==> config.mk <==
export PLATFORM = sky130hd
export DESIGN_NAME = wb_stream_burst_reader
export DESIGN_NICKNAME = d
export VERILOG_FILES = /design/src/rtl/wb_stream_burst_reader_pkg.sv /design/src/rtl/fifo_fwft.sv /design/src/rtl/wb_stream_burst_reader.sv
export SDC_FILE = /design/constraint.sdc
export NUM_CORES = 1
export LEC_CHECK = 0
export ABC_CLOCK_PERIOD_IN_PS = 5100
export BUFFER_PORTS_ARGS = -buffer_cell sky130_fd_sc_hd__buf_2
export CORE_MARGIN = 2
export CORE_UTILIZATION = 58
export CTS_CLUSTER_SIZE = 14
export DETAILED_ROUTE_END_ITERATION = 10
export GPL_TIMING_DRIVEN = 1
export PLACE_DENSITY = 0.78
export REMOVE_ABC_BUFFERS = 1
export SLEW_MARGIN = 20
export SYNTH_ARGS = -nofsm -noshare
export SYNTH_HDL_FRONTEND = slang
export SYNTH_SLANG_ARGS = --single-unit
==> constraint.sdc <==
create_clock -name clk -period 5.1 [get_ports clk]
set_input_delay 0.51 -clock clk [delete_from_list [all_inputs] [get_ports clk]]
set_output_delay 0.51 -clock clk [all_outputs]
set_load 0.1 [all_outputs]
==> src/rtl/wb_stream_burst_reader_pkg.sv <==
// Shared constants and state encoding for the Wishbone burst reader.
package wb_stream_burst_reader_pkg;

    localparam logic [2:0] CTI_CLASSIC = 3'b000;
    localparam logic [2:0] CTI_INC     = 3'b010;
    localparam logic [2:0] CTI_EOB     = 3'b111;
    localparam logic [1:0] BTE_LINEAR  = 2'b00;

    typedef enum logic [1:0] {
        ST_IDLE = 2'd0,
        ST_WAIT = 2'd1,
        ST_READ = 2'd2,
        ST_DONE = 2'd3
    } state_e;

endpackage

==> src/rtl/fifo_fwft.sv <==
// First-word-fall-through FIFO: head word is visible on dout whenever empty is low.
module fifo_fwft #(
    parameter int DATA_WIDTH  = 32,
    parameter int DEPTH_WIDTH = 4
) (
    input  logic                   clk,
    input  logic                   rst,
    input  logic [DATA_WIDTH-1:0]  din,
    input  logic                   wr_en,
    output logic                   full,
    output logic [DATA_WIDTH-1:0]  dout,
    input  logic                   rd_en,
    output logic                   empty,
    output logic [DEPTH_WIDTH:0]   cnt
);

    localparam logic [DEPTH_WIDTH:0] DEPTH = (DEPTH_WIDTH + 1)'(2 ** DEPTH_WIDTH);

    logic [DATA_WIDTH-1:0]  mem [2 ** DEPTH_WIDTH];
    logic [DEPTH_WIDTH-1:0] wr_ptr;
    logic [DEPTH_WIDTH-1:0] rd_ptr;
    logic                   do_wr;
    logic                   do_rd;

    assign full  = (cnt == DEPTH);
    assign empty = (cnt == '0);
    assign do_wr = wr_en && !full;
    assign do_rd = rd_en && !empty;
    assign dout  = mem[rd_ptr];

    always_ff @(posedge clk) begin
        if (rst) begin
            wr_ptr <= '0;
            rd_ptr <= '0;
            cnt    <= '0;
        end else begin
            if (do_wr) wr_ptr <= wr_ptr + DEPTH_WIDTH'(1);
            if (do_rd) rd_ptr <= rd_ptr + DEPTH_WIDTH'(1);
            case ({do_wr, do_rd})
                2'b10:   cnt <= cnt + (DEPTH_WIDTH + 1)'(1);
                2'b01:   cnt <= cnt - (DEPTH_WIDTH + 1)'(1);
                default: cnt <= cnt;
            endcase
        end
    end

    always_ff @(posedge clk) begin
        if (do_wr) mem[wr_ptr] <= din;
    end

endmodule

==> src/rtl/wb_stream_burst_reader.sv <==
// Wishbone burst-read DMA master: reads buf_size words from start_adr into a
// FWFT FIFO that drains as a valid/ready stream.
//
// state | meaning
// IDLE  | waiting for enable; latches start address and length
// WAIT  | between bursts; starts a burst once the FIFO has room for it
// READ  | incrementing burst on the bus, one FIFO push per ack
// DONE  | transfer finished or bus error; held until enable drops
module wb_stream_burst_reader
    import wb_stream_burst_reader_pkg::*;
#(
    parameter int WB_DW         = 32,
    parameter int WB_AW         = 32,
    parameter int FIFO_AW       = 4,
    parameter int MAX_BURST_LEN = 2 ** FIFO_AW
) (
    input  logic                 clk,
    input  logic                 rst,
    output logic [WB_AW-1:0]     wbm_adr_o,
    output logic [WB_DW-1:0]     wbm_dat_o,
    output logic [WB_DW/8-1:0]   wbm_sel_o,
    output logic                 wbm_we_o,
    output logic                 wbm_cyc_o,
    output logic                 wbm_stb_o,
    output logic [2:0]           wbm_cti_o,
    output logic [1:0]           wbm_bte_o,
    input  logic [WB_DW-1:0]     wbm_dat_i,
    input  logic                 wbm_ack_i,
    input  logic                 wbm_err_i,
    input  logic                 wbm_rty_i,
    output logic [WB_DW-1:0]     stream_m_data_o,
    output logic                 stream_m_valid_o,
    input  logic                 stream_m_ready_i,
    input  logic                 enable,
    input  logic [WB_AW-1:0]     start_adr,
    input  logic [WB_AW-1:0]     buf_size,
    input  logic [WB_AW-1:0]     burst_size,
    output logic                 busy,
    output logic                 done_o,
    output logic                 err_o
);

    localparam logic [FIFO_AW:0] DEPTH   = (FIFO_AW + 1)'(2 ** FIFO_AW);
    localparam logic [FIFO_AW:0] MAX_BL  = (FIFO_AW + 1)'(MAX_BURST_LEN);
    localparam logic [WB_AW-1:0] ADR_INC = WB_AW'(WB_DW / 8);

    state_e             state;
    state_e             state_next;
    logic [WB_AW-1:0]   adr;
    logic [WB_AW-1:0]   rem;
    logic [FIFO_AW:0]   beats_left;
    logic [FIFO_AW:0]   req_len;
    logic [FIFO_AW:0]   bl;
    logic [FIFO_AW:0]   fifo_cnt;
    logic [FIFO_AW:0]   free;
    logic               fifo_full;
    logic               fifo_empty;
    logic               beat_ok;
    logic               bus_err;
    logic               last_beat;

    // rty is a wait state; err wins over ack in the same cycle
    assign beat_ok   = (state == ST_READ) && wbm_ack_i && !wbm_err_i && !wbm_rty_i;
    assign bus_err   = (state == ST_READ) && wbm_err_i;
    assign last_beat = (beats_left == (FIFO_AW + 1)'(1));
    assign free      = DEPTH - fifo_cnt;

    // Burst length clamped to [1, MAX_BURST_LEN] and to the words still owed.
    always_comb begin
        if (burst_size == '0)
            req_len = (FIFO_AW + 1)'(1);
        else if (burst_size >= WB_AW'(MAX_BL))
            req_len = MAX_BL;
        else
            req_len = burst_size[FIFO_AW:0];
        if (rem < WB_AW'(req_len))
            bl = rem[FIFO_AW:0];
        else
            bl = req_len;
    end

    always_ff @(posedge clk) begin
        if (rst) state <= ST_IDLE;
        else     state <= state_next;
    end

    always_comb begin
        state_next = state;
        case (state)
            ST_IDLE: if (enable) state_next = (buf_size == '0) ? ST_DONE : ST_WAIT;
            ST_WAIT: begin
                if (rem == '0)        state_next = ST_DONE;
                else if (!enable)     state_next = ST_IDLE;
                else if (free >= bl)  state_next = ST_READ;
            end
            ST_READ: begin
                if (bus_err)                   state_next = ST_DONE;
                else if (beat_ok && last_beat) state_next = ST_WAIT;
            end
            ST_DONE: if (!enable) state_next = ST_IDLE;
            default: state_next = ST_IDLE;
        endcase
    end

    always_comb begin
        wbm_cyc_o = (state == ST_READ);
        wbm_stb_o = (state == ST_READ);
        busy      = (state == ST_WAIT) || (state == ST_READ);
        wbm_cti_o = CTI_CLASSIC;
        if (state == ST_READ)
            wbm_cti_o = (beats_left > (FIFO_AW + 1)'(1)) ? CTI_INC : CTI_EOB;
    end

    always_ff @(posedge clk) begin
        if (rst) begin
            adr        <= '0;
            rem        <= '0;
            beats_left <= '0;
            err_o      <= 1'b0;
            done_o     <= 1'b0;
        end else begin
            done_o <= (state != ST_DONE) && (state_next == ST_DONE);
            if (state == ST_IDLE && enable) begin
                adr   <= start_adr;
                rem   <= buf_size;
                err_o <= 1'b0;
            end
            if (state == ST_WAIT && state_next == ST_READ)
                beats_left <= bl;
            if (beat_ok) begin
                adr        <= adr + ADR_INC;
                rem        <= rem - WB_AW'(1);
                beats_left <= beats_left - (FIFO_AW + 1)'(1);
            end
            if (bus_err)
                err_o <= 1'b1;
        end
    end

    assign wbm_adr_o = adr;
    assign wbm_dat_o = '0;
    assign wbm_sel_o = '1;
    assign wbm_we_o  = 1'b0;
    assign wbm_bte_o = BTE_LINEAR;

    fifo_fwft #(
        .DATA_WIDTH  (WB_DW),
        .DEPTH_WIDTH (FIFO_AW)
    ) u_fifo (
        .clk   (clk),
        .rst   (rst),
        .din   (wbm_dat_i),
        .wr_en (beat_ok && !fifo_full),
        .full  (fifo_full),
        .dout  (stream_m_data_o),
        .rd_en (stream_m_ready_i),
        .empty (fifo_empty),
        .cnt   (fifo_cnt)
    );

    assign stream_m_valid_o = !fifo_empty;

endmodule

* Yosys cells after proc, flatten, opt, wreduce, memory -nomap -nowiden
Memories as Yosys holds them, arrays and structs flattened. A register that Yosys moved wholly into a read port is not among the register bits.
Index checks and enable logic that the tools add are counted.
** Storage, ports and cells
- Bits in writable memories :: 512
- Register bits :: 86
- Bits of input ports :: 135
- Output and inout port bits :: 112
- Memories kept :: 1
- Logic and storage cells :: 84
** Cells by class
- Mux-type cells :: 27
- $lt $le $gt $ge :: 4
- Equality and inequality tests :: 10
- Reductions and logical operators :: 25
- $add $sub $neg :: 8
** Memories
- u_fifo.mem :: depth 16, width 32, rd ports 1, clocked after Yosys merged registers in 1, write ports 1, line fifo_fwft.sv:19 : logic [DATA_WIDTH-1:0] mem [2 ** DEPTH_WIDTH];
** Operators by type and width (count)
- 2-to-1 mux 32 bit :: 4
- logical NOT 32 bit :: 3
- adder 32 x 3 -> 32 bit, second input constant :: 1
- greater-or-equal comparator 32 x 5 -> 1 bit, second input constant :: 1
- less-than comparator 32 x 5 -> 1 bit :: 1
- subtractor 32 x 1 -> 32 bit, second input constant :: 1
- 2-to-1 mux 5 bit :: 5
- 2-to-1 mux 2 bit :: 8
- logical AND 1 bit :: 11
- equality test 2 bit, second input constant :: 5
- case mux 5 bit (2 select lines) :: 1
- subtractor 5 x 1 -> 5 bit, second input constant :: 2
- adder 4 x 1 -> 4 bit, second input constant :: 2
- 2-to-1 mux 4 bit :: 2
- case mux 2 bit (4 select lines) :: 1
- nonzero test 2 bit :: 4
- 2-to-1 mux 3 bit :: 2
- adder 5 x 1 -> 5 bit, second input constant :: 1
- equality test 5 x 1 -> 1 bit, second input constant :: 1
- equality test 5 bit, second input constant :: 1
- greater-or-equal comparator 5 bit :: 1
- > comparator 5 x 1 -> 1 bit, second input constant :: 1
- logical NOT 5 bit :: 1
- subtractor 5 bit, first input constant :: 1
- other kinds (6) :: 13

* Depth between registers and ports, before layout
Gate-level depths: netlist (run 1).
- Depth after elaboration :: 14
- Depth in mapped cells :: 18
- Depth with buffers taken out :: 18

* Modules after synthesis
Synthesis (run 1) repeated with hierarchy kept, for this count alone.
** Second synthesis, totals
- Cell total of the unflattened synthesis :: 1505
- Area total of the unflattened synthesis :: 25363.1 µm²
** Modules (own cells, without submodules)
- fifo_fwft :: times used 1, area each 20375.8 µm², sequential area each 15715.1 µm², cells each 835
- wb_stream_burst_reader :: times used 1, area each 4987.3 µm², sequential area each 1461.4 µm², cells each 670

* Worst setup path after synthesis (run 1)
No wires, ideal clock.
- Kind :: flip-flop to flip-flop
- From :: reg state[0]
- To :: mem u_fifo.mem[3][0], enable pin
- Setup time :: 0.461 ns
- Setup slack :: -0.061 ns
- Period minus slack after synthesis :: 5.161 ns
- Stages on the path, launching flop included :: 8
- Required time :: 4.639 ns
- Path buffers :: 1
- Data arrival time :: 4.700 ns
- Path through :: dfxtp_1 -> inv_1 -> ha_1 -> nand4bb_1 -> clkbuf_1 -> nor2_1 -> nand2_1 -> nor3_1
** Between the ends
- Word-level cells in the longest chain between the ends :: 8
** Ends and longest elaborated chain
- from (decl) :: line wb_stream_burst_reader.sv:47 : state_e state;
- from (signal assigned) :: line wb_stream_burst_reader.sv:84 : else state <= state_next;
- equality test 2 bit
- via wbm_cyc_o :: line wb_stream_burst_reader.sv:23 : output logic wbm_cyc_o,
- logical AND 1 bit (3 in series) :: line wb_stream_burst_reader.sv:63 : assign beat_ok = (state == ST_READ) && wbm_ack_i && !wbm_err_i && !wbm_rty_i;
- logical AND 1 bit :: line wb_stream_burst_reader.sv:153 : .wr_en (beat_ok && !fifo_full),
- logical AND 1 bit :: line fifo_fwft.sv:27 : assign do_wr = wr_en && !full;
- 2-to-1 mux 1 bit :: line fifo_fwft.sv:48 : if (do_wr) mem[wr_ptr] <= din;
- 2-to-1 mux 1 bit (implied by the code) :: line fifo_fwft.sv:48
- to (decl) :: line fifo_fwft.sv:19
The timed path passes the listed nets, and every way through them passes these cells.

* Worst setup path in the final report (run 1)
- From :: reg rem[16]
- To :: reg beats_left[1]
** Between the ends
- Word-level cells in the longest chain between the ends :: 10
- Elaborated cells on any way between the ends :: 13
- Classes of those cells :: order compare (2); eq/ne (1); mux (7); reduce/logical (3)
** Ends and longest elaborated chain
- from (decl) :: line wb_stream_burst_reader.sv:50 : logic [WB_AW-1:0] rem;
- from (signal assigned) :: line wb_stream_burst_reader.sv:125 : rem <= buf_size;
- from (signal assigned) :: line wb_stream_burst_reader.sv:132 : rem <= rem - WB_AW'(1);
- less-than comparator 32 x 5 -> 1 bit :: line wb_stream_burst_reader.sv:76 : if (rem < WB_AW'(req_len))
- 2-to-1 mux 5 bit :: line wb_stream_burst_reader.sv:76
- greater-or-equal comparator 5 bit :: line wb_stream_burst_reader.sv:94 : else if (free >= bl) state_next = ST_READ;
- 2-to-1 mux 2 bit :: line wb_stream_burst_reader.sv:94
- 2-to-1 mux 2 bit :: line wb_stream_burst_reader.sv:93 : else if (!enable) state_next = ST_IDLE;
- 2-to-1 mux 2 bit :: line wb_stream_burst_reader.sv:92 : if (rem == '0) state_next = ST_DONE;
- case mux 2 bit (4 select lines) :: line wb_stream_burst_reader.sv:89 : case (state)
- equality test 2 bit :: line wb_stream_burst_reader.sv:128 : if (state == ST_WAIT && state_next == ST_READ)
- logical AND 1 bit :: line wb_stream_burst_reader.sv:128
- nonzero test 2 bit (no source line)
- to (signal assigned) :: line wb_stream_burst_reader.sv:129 : beats_left <= bl;
- to (signal assigned) :: line wb_stream_burst_reader.sv:133 : beats_left <= beats_left - (FIFO_AW + 1)'(1);
- to (decl) :: line wb_stream_burst_reader.sv:51 : logic [FIFO_AW:0] beats_left;
Parallel ways exist; a longest one is shown, timed or not. The select of a mux whose other input is x is not followed.
A chain may end at the register's enable or synchronous reset.

==> reports/metrics.cfg, run 1 <==
[logic_synthesis]
yosysUniqueCellTypes=63
synth_warnings=0
synth_area_leaders=edfxtp_1 (62%), mux4_2 (14%), dfxtp_1 (7.2%)
synth_top_cell_area_share_pct=61.6
synth_commonest_cells=edfxtp_1 (512), mux4_2 (160), nor2_1 (122)
synthCells=1484
avgSynthCellArea_sq_um=16.8
yosysSeqAreaShare_pct=68.9
synth_top_flop_cell=edfxtp_1
synth.most_common_cell=edfxtp_1
syn-cell-area_sq_um=24900
synth_top_cell_by_area=edfxtp_1
synth_edf_count=512
async_reset_ff_share_pct=0
ys_seq_elements=602

[sta]
skew_ns=0.0264
slew_headroom_pct=31.1
setup_viol=0
finalCritPeriodShare_pct=90.6
maxSlewViolCount=0
finalSetupTns_ns=0
timing.final.hold_violations=0
fmax_ghz=0.216
whs_ns=0.123
rsz0062_at_grt=false
finalWorstSetupSlack_ns=0.478
worst_slew_pin_slew_ns=1.03
fin_crit_ns=4.62

[route]
drtAntennaViolNets=0
drc=0
via_per_inst=6.47
wirelength_mm=60.0
dr.pass1.iters=6
vias=14800
drt_iter0_drc=1449
wl_per_cell_um=26.2

[final_layout]
drive_gt1_share_pct=29.4
synthToLayoutAreaGrowth_pct=14.2
nets=1874
final_util_pct=67.4
fin_cells=2294
final_cell_area_sq_um=28500
n_fill_cell=2743

[grt]
grt_util_met2_pct=48.7
use_met3_pct=4.21
grt.busiest_layer=met2
grt_util_met1_pct=35.4
grt_pass1_wl_mm=90.7
grt_max_degree=80
overflow=0
antenna_found_initial=2
track_usage_pct=27.4
first_global_vias=15000

[setup_path]
crit_path_start_kind=register
cp_slowest_cell=nor4_1
r2r_setup_slack_ns=0.48
critPathMaxFanout=8
critPathRequiredTime_ns=5.61
critPathMaxStageDelay_ns=0.63
end_kind=register
worstPathCellList=or4_4, or4_1, nor4_1, a21boi_0, a22oi_1, ha_1, o21ai_0, o21bai_1, a2111o_1, o211a_2, or4_1, o311ai_1
crit_type=reg2reg
cp_data_arrival_time_ns=5.13
crit_top_cell=or4_1

[power_and_ir_drop]
ir_drop_mv=0.449
leakagePower_nw=9.34
fin_total_pwr_mw=12.2
p_per_area_nw_per_um2=428

[placement]
post_dp_cell_area_sq_um=26700
place.gp.congestion=0.903
io_buffers=207
dp_slack_ns=0.157
dp_hpwl_mm=34.2
dp_cells=2187

[floorplanning]
initial_core_util_pct=59.1
dieWidth_um=211
row_count=75
die-area_sq_um=44700
core_area_sq_um=42200
io_pins=247
chipHeight_um=211

[clocking]
clk_pin_slew_ns=0.06
clk-insertion-delay-late_ns=0.64
cts_buffer_depth=3
post-cts-setup-buffers=0
ctsResizeCount=0
root_buffer=clkbuf_16
cts_num_sinks=602
cts_made_buffers=58
cts_tree=done
holdBufCountCts=0
htreeDepth=2

[run_status]
status=complete, no violations

[flow_run]
drv_cap=0

[worst_hold_path]
hp-class=in2reg

logic make-up after synthesis:
kind of cell             Yosys count  synth area share [%]
multiplexers                     162                  14.5
adder cells (fa/ha/maj)           31                  1.59
AO/OA/AOI/OAI                    204                  5.35
AND/OR/NAND/NOR                  332                  6.47
other                              2                0.0301
XOR/XNOR                          12                 0.421
flip-flops                       602                  68.9
buffers and inverters            139                  2.73
registers in the layout (all words and copies together), names as in the netlist, named ones only:
| signal | count |
|---|---|
| err_o | 1 |
| u_fifo.wr_ptr | 4 |
| rem | 32 |
| state | 2 |
| u_fifo.mem | 512 |
| beats_left | 5 |
| u_fifo.cnt | 5 |
| u_fifo.rd_ptr | 4 |
| wbm_adr_o | 32 |
| done_o | 1 |
area by class of cell:
class / instances / area, sq um / area share (%)
clock buffers: 72 / 1520 / 5.35
clock inverters: 33 / 262 / 0.919
flip-flops and latches: 602 / 17200 / 60.4
inverters: 21 / 78.8 / 0.277
repair buffers: 245 / 1380 / 4.86
diodes: 2 / 5.00 / 0.0176
multi-input cells: 780 / 7350 / 25.8
well taps: 539 / 674 / 2.37
worst max-delay path, delay by kind of cell, from the launching register on:
family | cells | cell delay [ns]
adders and majority gates | 1 | 0.28
DFF | 1 | 0.37
and+or+nand+nor | 4 | 2.18
AOI/OAI and AO/OA | 7 | 1.69
metal layers:
metal | vias up | part of all wire [%]
li1 | 6386 | -
met1 | 7565 | 38
met2 | 780 | 52
met3 | 102 | 7.9
met4 | 2 | 2.1
met5 | - | 0.018
layout by cell type, fill, tap and decap left out, types with 30 or more instances in the layout:
master       n
nor4_1      34
conb_1      39
nor3_1      36
ha_1        30
mux4_2     160
buf_4       33
dfxtp_1     86
nand2_1     52
a21oi_1     61
edfxtp_1   512
nor2_1     109
buf_2      207
clkbuf_16   58
o21ai_0     37
power breakdown:
group	leakage (nW)	switching [mW]	total (mW)	internal, mW
clock network	0.865	1.85	4.08	2.23
registers	5.34	0.205	5.70	5.49
logic	3.14	1.81	2.42	0.609
total	9.34	3.86	12.2	8.33
final timing paths:
path                              from                          to  depth (start not counted)
max               rem[16]$_SDFFE_PP0P_  beats_left[1]$_SDFFE_PP0P_                         12
min                      start_adr[15]  wbm_adr_o[15]$_SDFFE_PP0P_                          3
max reg2reg       rem[16]$_SDFFE_PP0P_  beats_left[1]$_SDFFE_PP0P_                         12
min reg2reg  wbm_adr_o[1]$_SDFFE_PP0P_   wbm_adr_o[1]$_SDFFE_PP0P_                          2
(Power assumes the default switching activity.)
==> inputs of run 2 (changes only) <==
- ABC_CLOCK_PERIOD_IN_PS: 5100 -> 5400
- CORE_MARGIN: 2 -> default
- clock period: 5.1 -> 5.4 ns (I/O delays scaled with it)
==> run 2 against run 1 <==
Compared with the run above:
- total power fell by 4.5%
- register-to-register slack better by 0.37 ns
- sequential power fell by 5.6%
- sequential cell count is the same
- die area fell by 1.9%
- hold slack gained 0.029 ns
- clock skew grew 0.0045 ns
- combinational power is 5% lower
- sequential share of layout area about the same
- first-iteration DRC count up 8.8%
- clock power fell by 3%
- critical path type unchanged
- critical endpoint unchanged
- largest power group unchanged
==> reports/metrics.cfg, run 2 (synthesis gave the netlist of run 1 again) <==
[clocking]
cts_tree=done
cts_num_sinks=602  ; unchanged
clk-insertion-delay-late_ns=0.63  ; about the same
htreeDepth=2  ; unchanged
ctsResizeCount=0  ; unchanged
post-cts-setup-buffers=0  ; unchanged
cts_buffer_depth=3  ; unchanged
cts_made_buffers=59  ; +1.7%
root_buffer=clkbuf_16
clk_pin_slew_ns=0.06  ; about the same
holdBufCountCts=0  ; unchanged

[final_layout]
drive_gt1_share_pct=29.0  ; -0.33 points
final_cell_area_sq_um=28400  ; about the same
largest-register=u_fifo.mem
nets=1867  ; -0.37%
final_util_pct=67.5  ; +0.10 points
largest_register_ffs=512  ; unchanged
final_common_cell=edfxtp_1
layout_common_cells=edfxtp_1 (512), buf_2 (207), mux4_2 (160)
synthToLayoutAreaGrowth_pct=14.1  ; about the same

[route]
drtAntennaViolNets=0  ; unchanged
vias=14700  ; -0.65%
drc=0  ; unchanged
wl_per_cell_um=25.8  ; -1.5%
dr.pass1.iters=6  ; unchanged
wirelength_mm=59.0  ; -1.6%
drt_iter0_drc=1577  ; +8.8%
via_per_inst=6.43  ; -0.52%

[setup_path]
crit_path_start_kind=register
end_kind=register
cp_slowest_cell=or4_1
worstPathCellList=or4_4, or4_1, or4_1, nor2_1, o21a_1, ha_1, nand2b_1, a211oi_1, o21bai_1, a2111o_1, o211a_2, or4_1, o311ai_1
critPathMaxFanout=8  ; unchanged
r2r-start=rem[16]$_SDFFE_PP0P_
critPathRequiredTime_ns=5.90  ; +0.29 ns
cp_data_arrival_time_ns=5.05  ; -0.08 ns
cp_num_buf_inv=0  ; unchanged
crit_top_cell=or4_1
crit_type=reg2reg
critical-path-top-delay-family=simple AND/OR/NAND/NOR gates
crit_start=rem[16]$_SDFFE_PP0P_
critPathMaxStageDelay_ns=0.60  ; -0.03 ns

[floorplanning]
die-area_sq_um=43800  ; -1.9%
row_count=75  ; unchanged
core_area_sq_um=42100  ; -0.22%
io_pins=247  ; unchanged
initial_core_util_pct=59.2  ; +0.13 points
chipHeight_um=209  ; -0.95%
dieWidth_um=209  ; -0.95%

[power_and_ir_drop]
leakagePower_nw=9.33  ; -0.13%
p_per_area_nw_per_um2=409  ; -4.5%
ir_drop_mv=0.583  ; +30%
fin_total_pwr_mw=11.6  ; -4.5%

[grt]
overflow=0  ; unchanged
track_usage_pct=27.3  ; -0.14 points
grt_pass1_wl_mm=88.5  ; -2.4%
grt_max_degree=107  ; +34%
antenna_found_initial=3  ; +1
first_global_vias=14700  ; -2.0%

[sta]
timing.final.hold_violations=0  ; unchanged
setup_viol=0  ; unchanged
worst_slew_pin_slew_ns=1.07  ; +0.0402 ns
fmax_ghz=0.220  ; +1.5%
skew_ns=0.0309  ; +0.00450 ns
slew_headroom_pct=28.6  ; -2.5 points
maxSlewViolCount=0  ; unchanged
rsz0062_at_grt=false
finalCritPeriodShare_pct=84.3  ; -6.3 points
fin_crit_ns=4.55  ; -0.0687 ns

[placement]
dp_hpwl_mm=33.2  ; -3.0%
place.gp.congestion=0.868  ; -3.9%
post_dp_cell_area_sq_um=26600  ; -0.32%
io_buffers=207  ; unchanged

[run_status]
status=complete, no violations

[flow_run]
drv_cap=0  ; unchanged

[worst_hold_path]
hold_start=start_adr[15]
hp-class=in2reg

-- run 2: final timing paths --
check | end | slack, ns | cells after the start
max | beats_left[1]$_SDFFE_PP0P_ | 0.85 | 13
min | wbm_adr_o[15]$_SDFFE_PP0P_ | 0.15 | 3
max reg2reg | beats_left[1]$_SDFFE_PP0P_ | 0.85 | 13
min reg2reg | wbm_adr_o[0]$_SDFFE_PP0P_ | 0.46 | 2
-- run 2: worst register-to-register path, stage by stage, from the launching register on --
cell,delay (ns)
dfxtp_1,0.36
or4_4,0.57
or4_1,0.59
or4_1,0.61
nor2_1,0.17
o21a_1,0.20
ha_1,0.25
nand2b_1,0.14
a211oi_1,0.29
o21bai_1,0.13
a2111o_1,0.46
o211a_2,0.18
or4_1,0.41
o311ai_1,0.11
-- run 2: final cells by class --
class	count	area, sq um
tap	539	674
clock buffer	72	1530
multi-input combinational	780	7350
clock inverter	37	325
fill	2759	13700
inverter	21	78.8
sequential	602	17200
timing repair buffer	237	1300
antenna	3	7.51
-- run 2: metrics by stage --
step / worst slack, ns / setup TNS (ns) / cells / hold WS [ns]
2_1_floorplan: -3.38 / -1294.48 / 1403 / 0.452
3_3_place_gp: 0.442 / 0 / 2179 / 0.440
3_5_place_dp: 0.331 / 0 / 2179 / 0.452
4_1_cts: 0.879 / 0 / 2288 / 0.118
5_1_grt: 0.599 / 0 / 2289 / 0.153
6_report: 0.847 / 0 / 2291 / 0.152
-- run 2: metal layers --
metal  part of all wire, %  vias up  GRT usage, %
li1                      -     6382             -
met1                    38     7440          36.2
met2                    51      800          46.7
met3                   8.6      113          4.95
met4                   2.4        4          7.45
met5                 0.044        -             0
-- run 2: report_power, final --
group | total (mW) | internal [mW] | leakage [nW] | switching [mW]
Combinational | 2.29 | 0.578 | 3.09 | 1.71
Sequential | 5.38 | 5.19 | 5.34 | 0.198
Clock | 3.97 | 2.21 | 0.903 | 1.76
Total | 11.6 | 7.97 | 9.33 | 3.67
